File: src/rtl/dma_pkg.sv
// rtl/dma_pkg.sv - shared types and constants for the DMA transfer sequencer
//
// Purpose: memory port geometry, descriptor field widths, FSM state and
// transfer mode encodings used by dma_xfer_ctrl.
package dma_pkg;

  localparam int MEM_ADDR_WIDTH = 16;
  localparam int MEM_DATA_WIDTH = 32;
  localparam int MEM_STRB_WIDTH = MEM_DATA_WIDTH / 8;
  localparam int MODE           = 2;
  localparam int MAX_TRANS_SIZE = 5;

  // One word step on the byte-addressed memory port.
  localparam logic [MEM_ADDR_WIDTH-1:0] DMA_ADDR_INC = MEM_ADDR_WIDTH'(MEM_STRB_WIDTH);
  localparam logic [MAX_TRANS_SIZE-1:0] DMA_MAX_LEN  = MAX_TRANS_SIZE'(16);

  typedef enum logic [2:0] {
    ST_IDLE,
    ST_RD_REQ,
    ST_RD_WAIT,
    ST_WR_REQ,
    ST_DONE
  } dma_state_e;

  // Encoding 3 is left unnamed: it is the illegal mode and is rejected at start.
  typedef enum logic [MODE-1:0] {
    COPY      = 2'd0,
    FILL      = 2'd1,
    FIXED_SRC = 2'd2
  } dma_mode_e;

endpackage

File: src/rtl/dma_xfer_ctrl.sv
// rtl/dma_xfer_ctrl.sv - single-channel DMA copy/fill sequencer on a req/gnt/rvalid memory port
//
// Purpose: accepts one descriptor in IDLE and moves (COPY, FIXED_SRC) or
// writes (FILL) up to DMA_MAX_LEN words, one memory request at a time.
// Ports:
//   clk, rst            clock, asynchronous active-high reset
//   start_i ..          descriptor: src/dst byte address, word count, mode, fill data
//   busy_o/done_o/err_o status: in progress, completion pulse, rejection pulse
//   mem_*_o             request side of the memory port (req, we, addr, wdata, strb)
//   mem_gnt_i, mem_rvalid_i, mem_rdata_i  memory responses
module dma_xfer_ctrl
  import dma_pkg::*;
(
  input  logic                      clk,
  input  logic                      rst,
  input  logic                      start_i,
  input  logic [MEM_ADDR_WIDTH-1:0] src_addr_i,
  input  logic [MEM_ADDR_WIDTH-1:0] dst_addr_i,
  input  logic [MAX_TRANS_SIZE-1:0] len_i,
  input  logic [MODE-1:0]           mode_i,
  input  logic [MEM_DATA_WIDTH-1:0] fill_data_i,
  output logic                      busy_o,
  output logic                      done_o,
  output logic                      err_o,
  output logic                      mem_req_o,
  output logic                      mem_we_o,
  output logic [MEM_ADDR_WIDTH-1:0] mem_addr_o,
  output logic [MEM_DATA_WIDTH-1:0] mem_wdata_o,
  output logic [MEM_STRB_WIDTH-1:0] mem_strb_o,
  input  logic                      mem_gnt_i,
  input  logic                      mem_rvalid_i,
  input  logic [MEM_DATA_WIDTH-1:0] mem_rdata_i
);

  dma_state_e                state_q, state_d;
  logic [MEM_ADDR_WIDTH-1:0] src_q, src_d;
  logic [MEM_ADDR_WIDTH-1:0] dst_q, dst_d;
  logic [MAX_TRANS_SIZE-1:0] cnt_q, cnt_d;
  logic [MODE-1:0]           mode_q, mode_d;
  logic [MEM_DATA_WIDTH-1:0] fill_q, fill_d;
  logic [MEM_DATA_WIDTH-1:0] buf_q, buf_d;
  logic                      err_q, err_d;

  always_ff @(posedge clk or posedge rst) begin
    if (rst) begin
      state_q <= ST_IDLE;
      src_q   <= '0;
      dst_q   <= '0;
      cnt_q   <= '0;
      mode_q  <= '0;
      fill_q  <= '0;
      buf_q   <= '0;
      err_q   <= 1'b0;
    end else begin
      state_q <= state_d;
      src_q   <= src_d;
      dst_q   <= dst_d;
      cnt_q   <= cnt_d;
      mode_q  <= mode_d;
      fill_q  <= fill_d;
      buf_q   <= buf_d;
      err_q   <= err_d;
    end
  end

  always_comb begin
    state_d     = state_q;
    src_d       = src_q;
    dst_d       = dst_q;
    cnt_d       = cnt_q;
    mode_d      = mode_q;
    fill_d      = fill_q;
    buf_d       = buf_q;
    err_d       = 1'b0;
    busy_o      = (state_q != ST_IDLE);
    done_o      = 1'b0;
    err_o       = err_q;
    mem_req_o   = 1'b0;
    mem_we_o    = 1'b0;
    mem_addr_o  = '0;
    mem_wdata_o = '0;
    mem_strb_o  = '0;

    case (state_q)
      ST_IDLE: begin
        if (start_i) begin
          src_d  = src_addr_i;
          dst_d  = dst_addr_i;
          cnt_d  = len_i;
          mode_d = mode_i;
          fill_d = fill_data_i;
          // All-ones mode is the reserved encoding.
          if ((&mode_i) || (len_i > DMA_MAX_LEN)) begin
            err_d = 1'b1;
          end else if (len_i == '0) begin
            state_d = ST_DONE;
          end else if (mode_i == FILL) begin
            state_d = ST_WR_REQ;
          end else begin
            state_d = ST_RD_REQ;
          end
        end
      end

      ST_RD_REQ: begin
        mem_req_o  = 1'b1;
        mem_addr_o = src_q;
        if (mem_gnt_i) begin
          state_d = ST_RD_WAIT;
        end
      end

      ST_RD_WAIT: begin
        if (mem_rvalid_i) begin
          buf_d   = mem_rdata_i;
          state_d = ST_WR_REQ;
        end
      end

      ST_WR_REQ: begin
        mem_req_o   = 1'b1;
        mem_we_o    = 1'b1;
        mem_addr_o  = dst_q;
        mem_strb_o  = '1;
        mem_wdata_o = (mode_q == FILL) ? fill_q : buf_q;
        if (mem_gnt_i) begin
          dst_d = dst_q + DMA_ADDR_INC;
          // FIXED_SRC keeps re-reading the same source word.
          if (mode_q == COPY) begin
            src_d = src_q + DMA_ADDR_INC;
          end
          cnt_d = cnt_q - 1'b1;
          if (cnt_q == MAX_TRANS_SIZE'(1)) begin
            state_d = ST_DONE;
          end else if (mode_q == FILL) begin
            state_d = ST_WR_REQ;
          end else begin
            state_d = ST_RD_REQ;
          end
        end
      end

      ST_DONE: begin
        done_o  = 1'b1;
        state_d = ST_IDLE;
      end

      default: begin
        state_d = ST_IDLE;
      end
    endcase
  end

endmodule

File: config.mk
export PLATFORM = sky130hd
export DESIGN_NAME = dma_xfer_ctrl
export DESIGN_NICKNAME = d
export VERILOG_FILES = /design/src/rtl/dma_pkg.sv /design/src/rtl/dma_xfer_ctrl.sv
export SDC_FILE = /design/constraint.sdc
export NUM_CORES = 1
export LEC_CHECK = 0
export CAP_MARGIN = 20
export CORE_AREA = 2 2 113 115
export CTS_CLUSTER_DIAMETER = 60
export DETAILED_ROUTE_END_ITERATION = 10
export DIE_AREA = 0 0 115 117
export PLACE_DENSITY_LB_ADDON = 0.05
export SLEW_MARGIN = 10
export SYNTH_ARGS = -nofsm -noshare
export SYNTH_HDL_FRONTEND = slang
export SYNTH_SLANG_ARGS = --single-unit
File: constraint.sdc
create_clock -name clk -period 3.9 [get_ports clk]
set_input_delay 0.39 -clock clk [delete_from_list [all_inputs] [get_ports clk]]
set_output_delay 0.39 -clock clk [all_outputs]
set_load 0.05 [all_outputs]
* Word-level counts from Yosys, hierarchy flattened
Cells that the tools add are included.
** Storage, ports and cells
- Flip-flop bits (word level) :: 107
- Output and inout port bits :: 57
- Logic and storage cells :: 68
** Operators by class
- Add/sub/neg operators :: 3
- Order comparisons :: 1
- Equality and inequality tests :: 13
- Multiplexer cells :: 30
- Reductions and logical operators :: 13
** Operators with widths (count)
- $pmux W16 S2 :: 3
- $mux W16 :: 5
- $mux W32 :: 2
- $add A16 B3 Y16 const B :: 2
- $mux W3 :: 7
- $ne A2 B2 Y1 const B :: 6
- $pmux W3 S4 :: 1
- $mux W5 :: 2
- $pmux W5 S2 :: 1
- $eq A3 B2 Y1 const B :: 2
- $mux W1 :: 6
- $reduce_and A2 Y1 :: 3
- $eq A5 B1 Y1 const B :: 1
- $gt A5 B5 Y1 const B :: 1
- $logic_not A5 Y1 :: 1
- $reduce_and A5 Y1 :: 1
- $sub A5 B1 Y5 const B :: 1
- $eq A2 B1 Y1 const B :: 2
- $mux W2 :: 2
- $mux W4 :: 1
- $reduce_and A4 Y1 :: 1
- $eq A3 B1 Y1 const B :: 1
- $eq A3 B3 Y1 const B :: 1
- $logic_not A3 Y1 :: 1
- 6 further kinds :: 6

* Logic depth before layout (Yosys ltp)
- Word-level depth :: 6
- Depth in mapped cells :: 8
- Mapped depth without buffers :: 7

* Least setup slack after synthesis
No wires, ideal clock.
- Kind :: reg-to-output
- Start point :: register state_q[2]
- End point :: output port mem_wdata_o[10]
- Arrival :: 2.047 ns
- Required time :: 3.510 ns
- Setup slack :: 1.463 ns
- Stages on the path, launching flop included :: 7
- Cell sequence :: dfrtp_1 buf_2 nand3b_4 buf_2 buf_2 buf_1 a21oi_1
** Between the ends
- Longest elaborated chain between the ends :: 2
** Ends and longest elaborated chain
- start: declaration :: line dma_xfer_ctrl.sv:35 : dma_state_e state_q, state_d;
- start signal: assignment :: line dma_xfer_ctrl.sv:55 : state_q <= state_d;
- $eq A3 B2 Y1 :: line dma_xfer_ctrl.sv:84 : case (state_q)
- $mux W32 :: line dma_xfer_ctrl.sv:84
- end: declaration :: line dma_xfer_ctrl.sv:28 : output logic [MEM_DATA_WIDTH-1:0] mem_wdata_o,
Every way passes these cells.

* Worst setup path in the final report
- Start point :: register state_q[0]
- End point :: output port mem_addr_o[0]
** Between the ends
- Longest elaborated chain between the ends :: 2
** Ends and longest elaborated chain
- $eq A3 B2 Y1 or $eq A3 B1 Y1 (tied branches) :: line dma_xfer_ctrl.sv:84
- $pmux W16 S2 (*) :: line dma_xfer_ctrl.sv:84
- end: declaration :: line dma_xfer_ctrl.sv:27 : output logic [MEM_ADDR_WIDTH-1:0] mem_addr_o,
Every way passes the cells marked *; elsewhere a longest branch is shown, timed or not.

==> impl_metrics.yaml <==
outcome:
  status: "complete, no violations"
detailed_routing:
  wl_um: 16100
  vias: 5348
  wire_per_inst_um: 16.7
  firstDrtPassIters: 5
  dr.first_iter.drc_count: 340
  ant_nets: 0
  vias_per_cell: 5.55
  drc: 0
layout:
  syn_to_final_growth_pct: 33.8
  final_cells: 964
  stdcell_area_mm2: 0.00771
  antenna_cells: 0
  drive_gt1_share_pct: 11.9
  final_common_cell: "nand2_1"
  fillers: 1112
  multiInputGateArea_mm2: 0.00280
  most-common-layout-cells: "nand2_1 (211), clkdlybuf4s50_1 (136), dfrtp_1 (107)"
  nets: 921
  seq_area_mm2: 0.00268
synthesis:
  ys_seq_area_share_pct: 46.5
  yosysWarnings: 0
  netlist_area_mm2: 0.00576
  syn_nets: 788
  synth_flop_cell: "dfrtp_1"
  syn_avg_cell_area_um2: 8.53
  synth.distinct_cells: 50
  async_flop_share_pct: 100
  ys_ff_latch: 107
  synth_edf_count: 0
  synth_cells: 676
placed_design:
  portBuffers: 164
  gp_congestion: 0.862
  dp_hpwl_um: 11200
  placed_cells: 948
  dp_slack_ns: 1.02
  placed_area_mm2: 0.00742
cts:
  cts_hold_buf: 0
  cts_sinks: 107
  cts_setup_buffers: 0
  h-tree-depth: 3
  cts_root_buf: "clkbuf_16"
  post_cts_resized: 0
  cts_tree: "yes"
  cts_buffers: 9
  clk_pin_slew_ns: 0.07
  clockBufferDepth: 2
  clock_latency_ns: 0.35
worst_setup_path:
  reg2reg_depth: 6
  r2r_setup_slack_ns: 0.98
  r2r_start: "state_q[0]$_DFFE_PP0P_"
  cp_max_fo: 17
  cp.arrival_ns: 2.79
  start_kind: "register"
  end_kind: "output pin"
  cp.required_ns: 3.51
  crit_type: "register to output pin"
  r2r_end: "src_q[2]$_DFFE_PP0P_"
hold_path:
  hold_end: "dst_q[0]$_DFFE_PP0P_"
  hold_path_class: "register to register"
  worstHoldStart: "dst_q[0]$_DFFE_PP0P_"
  min_path_cells: 2
floorplanning:
  ios: 165
  die_height_um: 117
  coreArea_mm2: 0.0123
  initial_core_util_pct: 46.8
  die_w_um: 115
  dieArea_mm2: 0.0135
  num_rows: 41
sta:
  max_freq_ghz: 0.315
  fin_crit_sh_pct: 81.4
  setup_tns_ns: 0
  skew_ns: 0.00621
  tightest_slew_ns: 0.962
  fin_crit_ns: 3.18
  fin_hold_ws_ns: 0.476
  setup_viol: 0
  maxSlewViolCount: 0
  rsz0062_at_grt: "no"
  finalHoldViolations: 0
  maxSlewHeadroom_pct: 35.8
  setup_ws_ns: 0.725
grt:
  antenna_found_initial: 0
  grt_pass1_vias: 5217
  grt_usage_pct: 24.2
  grt_max_degree: 57
  overflow: 0
  grt_pass1_wl_um: 25600
power:
  p_leak_nw: 3.38
  peakVddDrop_uv: 420
  powerDensity_mw_per_mm2: 851
job:
  cap_violations: 0
[cell type report]
| type | instances | share of cell area (%) |
|---|---|---|
| multi-input combinational | 509 | 36.3 |
| clock inverter | 2 | 0.454 |
| clock buffer | 14 | 3.29 |
| tap | 150 | 2.43 |
| sequential | 107 | 34.7 |
| inverter | 8 | 0.422 |
| timing repair buffer | 174 | 22.3 |
[Yosys cell counts, drive strengths merged (4+ instances only)]
| master | n | area (µm²) |
|---|---|---|
| a32oi | 4 | 35.0 |
| and3 | 4 | 25.0 |
| ha | 4 | 50.1 |
| nor2 | 43 | 161 |
| a31oi | 5 | 31.3 |
| nor2b | 4 | 25.0 |
| inv | 8 | 30.0 |
| o22ai | 8 | 50.1 |
| mux2 | 32 | 360 |
| o211ai | 4 | 30.0 |
| mux2i | 18 | 180 |
| nand3 | 17 | 85.1 |
| a21oi | 70 | 362 |
| clkbuf | 19 | 71.3 |
| nand4 | 8 | 50.1 |
| o21ai | 29 | 149 |
| or4 | 4 | 30.0 |
| nand2 | 212 | 803 |
| buf | 33 | 191 |
| nor3 | 8 | 40.0 |
| dfrtp | 107 | 2680 |
[metrics by stage]
step	util (%)	total power, mW
finish	62.6	6.56
global route	62.6	7.01
CTS	62.6	6.59
detailed placement	60.3	5.67
global placement	60.3	5.56
floorplan	-	4.62
[flip-flops by register name, indices dropped and copies added, names as in the netlist]
name	flops
err_o	1
src_q	16
mode_q	2
dst_q	16
buf_q	32
cnt_q	5
fill_q	32
state_q	3
[per-layer routing]
metal | vias up | routed length, µm | global-route usage, %
met4 | 0 | 215 | 6.91
met2 | 189 | 7640 | 39.3
met3 | 18 | 912 | 4.99
met1 | 2559 | 7300 | 33.1
met5 | - | 0 | 0
li1 | 2582 | - | -
[cell families (layout without fill, tap and decap cells)]
group / count (synthesis) / after routing / share of synthesized area [%]
AOI/OAI and AO/OA: 135 / 135 / 13.7
and+or+nand+nor: 320 / 320 / 24.5
adders and majority gates: 4 / 4 / 0.868
muxes: 50 / 50 / 9.38
buffers and inverters: 60 / 198 / 5.08
DFF: 107 / 107 / 46.5
[worst max path at each step]
stage,start,endpoint,slack (ns),cells after the start
final,state_q[0]$_DFFE_PP0P_,mem_addr_o[0],0.72,3
after global routing,state_q[0]$_DFFE_PP0P_,mem_addr_o[3],0.57,3
after CTS,state_q[0]$_DFFE_PP0P_,mem_addr_o[0],0.76,3
after detailed placement,state_q[0]$_DFFE_PP0P_,src_q[2]$_DFFE_PP0P_,1.02,6
after global placement,state_q[0]$_DFFE_PP0P_,src_q[2]$_DFFE_PP0P_,1.12,6
after floorplan,rst,buf_q[0]$_DFFE_PP0P_,0.69,1
[critical path, cell delays in order, from the launching register on]
cell and delay, ns:
dfrtp_1 0.75, nand2_1 0.57, nor2_1 0.28, clkdlybuf4s50_1 0.83
[where the power goes]
group / internal (mW) / switching (mW) / leakage (nW) / total, mW
Clock: 0.516 / 0.393 / 0.141 / 0.909
Sequential: 1.66 / 0.488 / 1.28 / 2.14
Combinational: 1.31 / 2.20 / 1.95 / 3.51
Note: power is estimated with default switching activity, not from simulation.
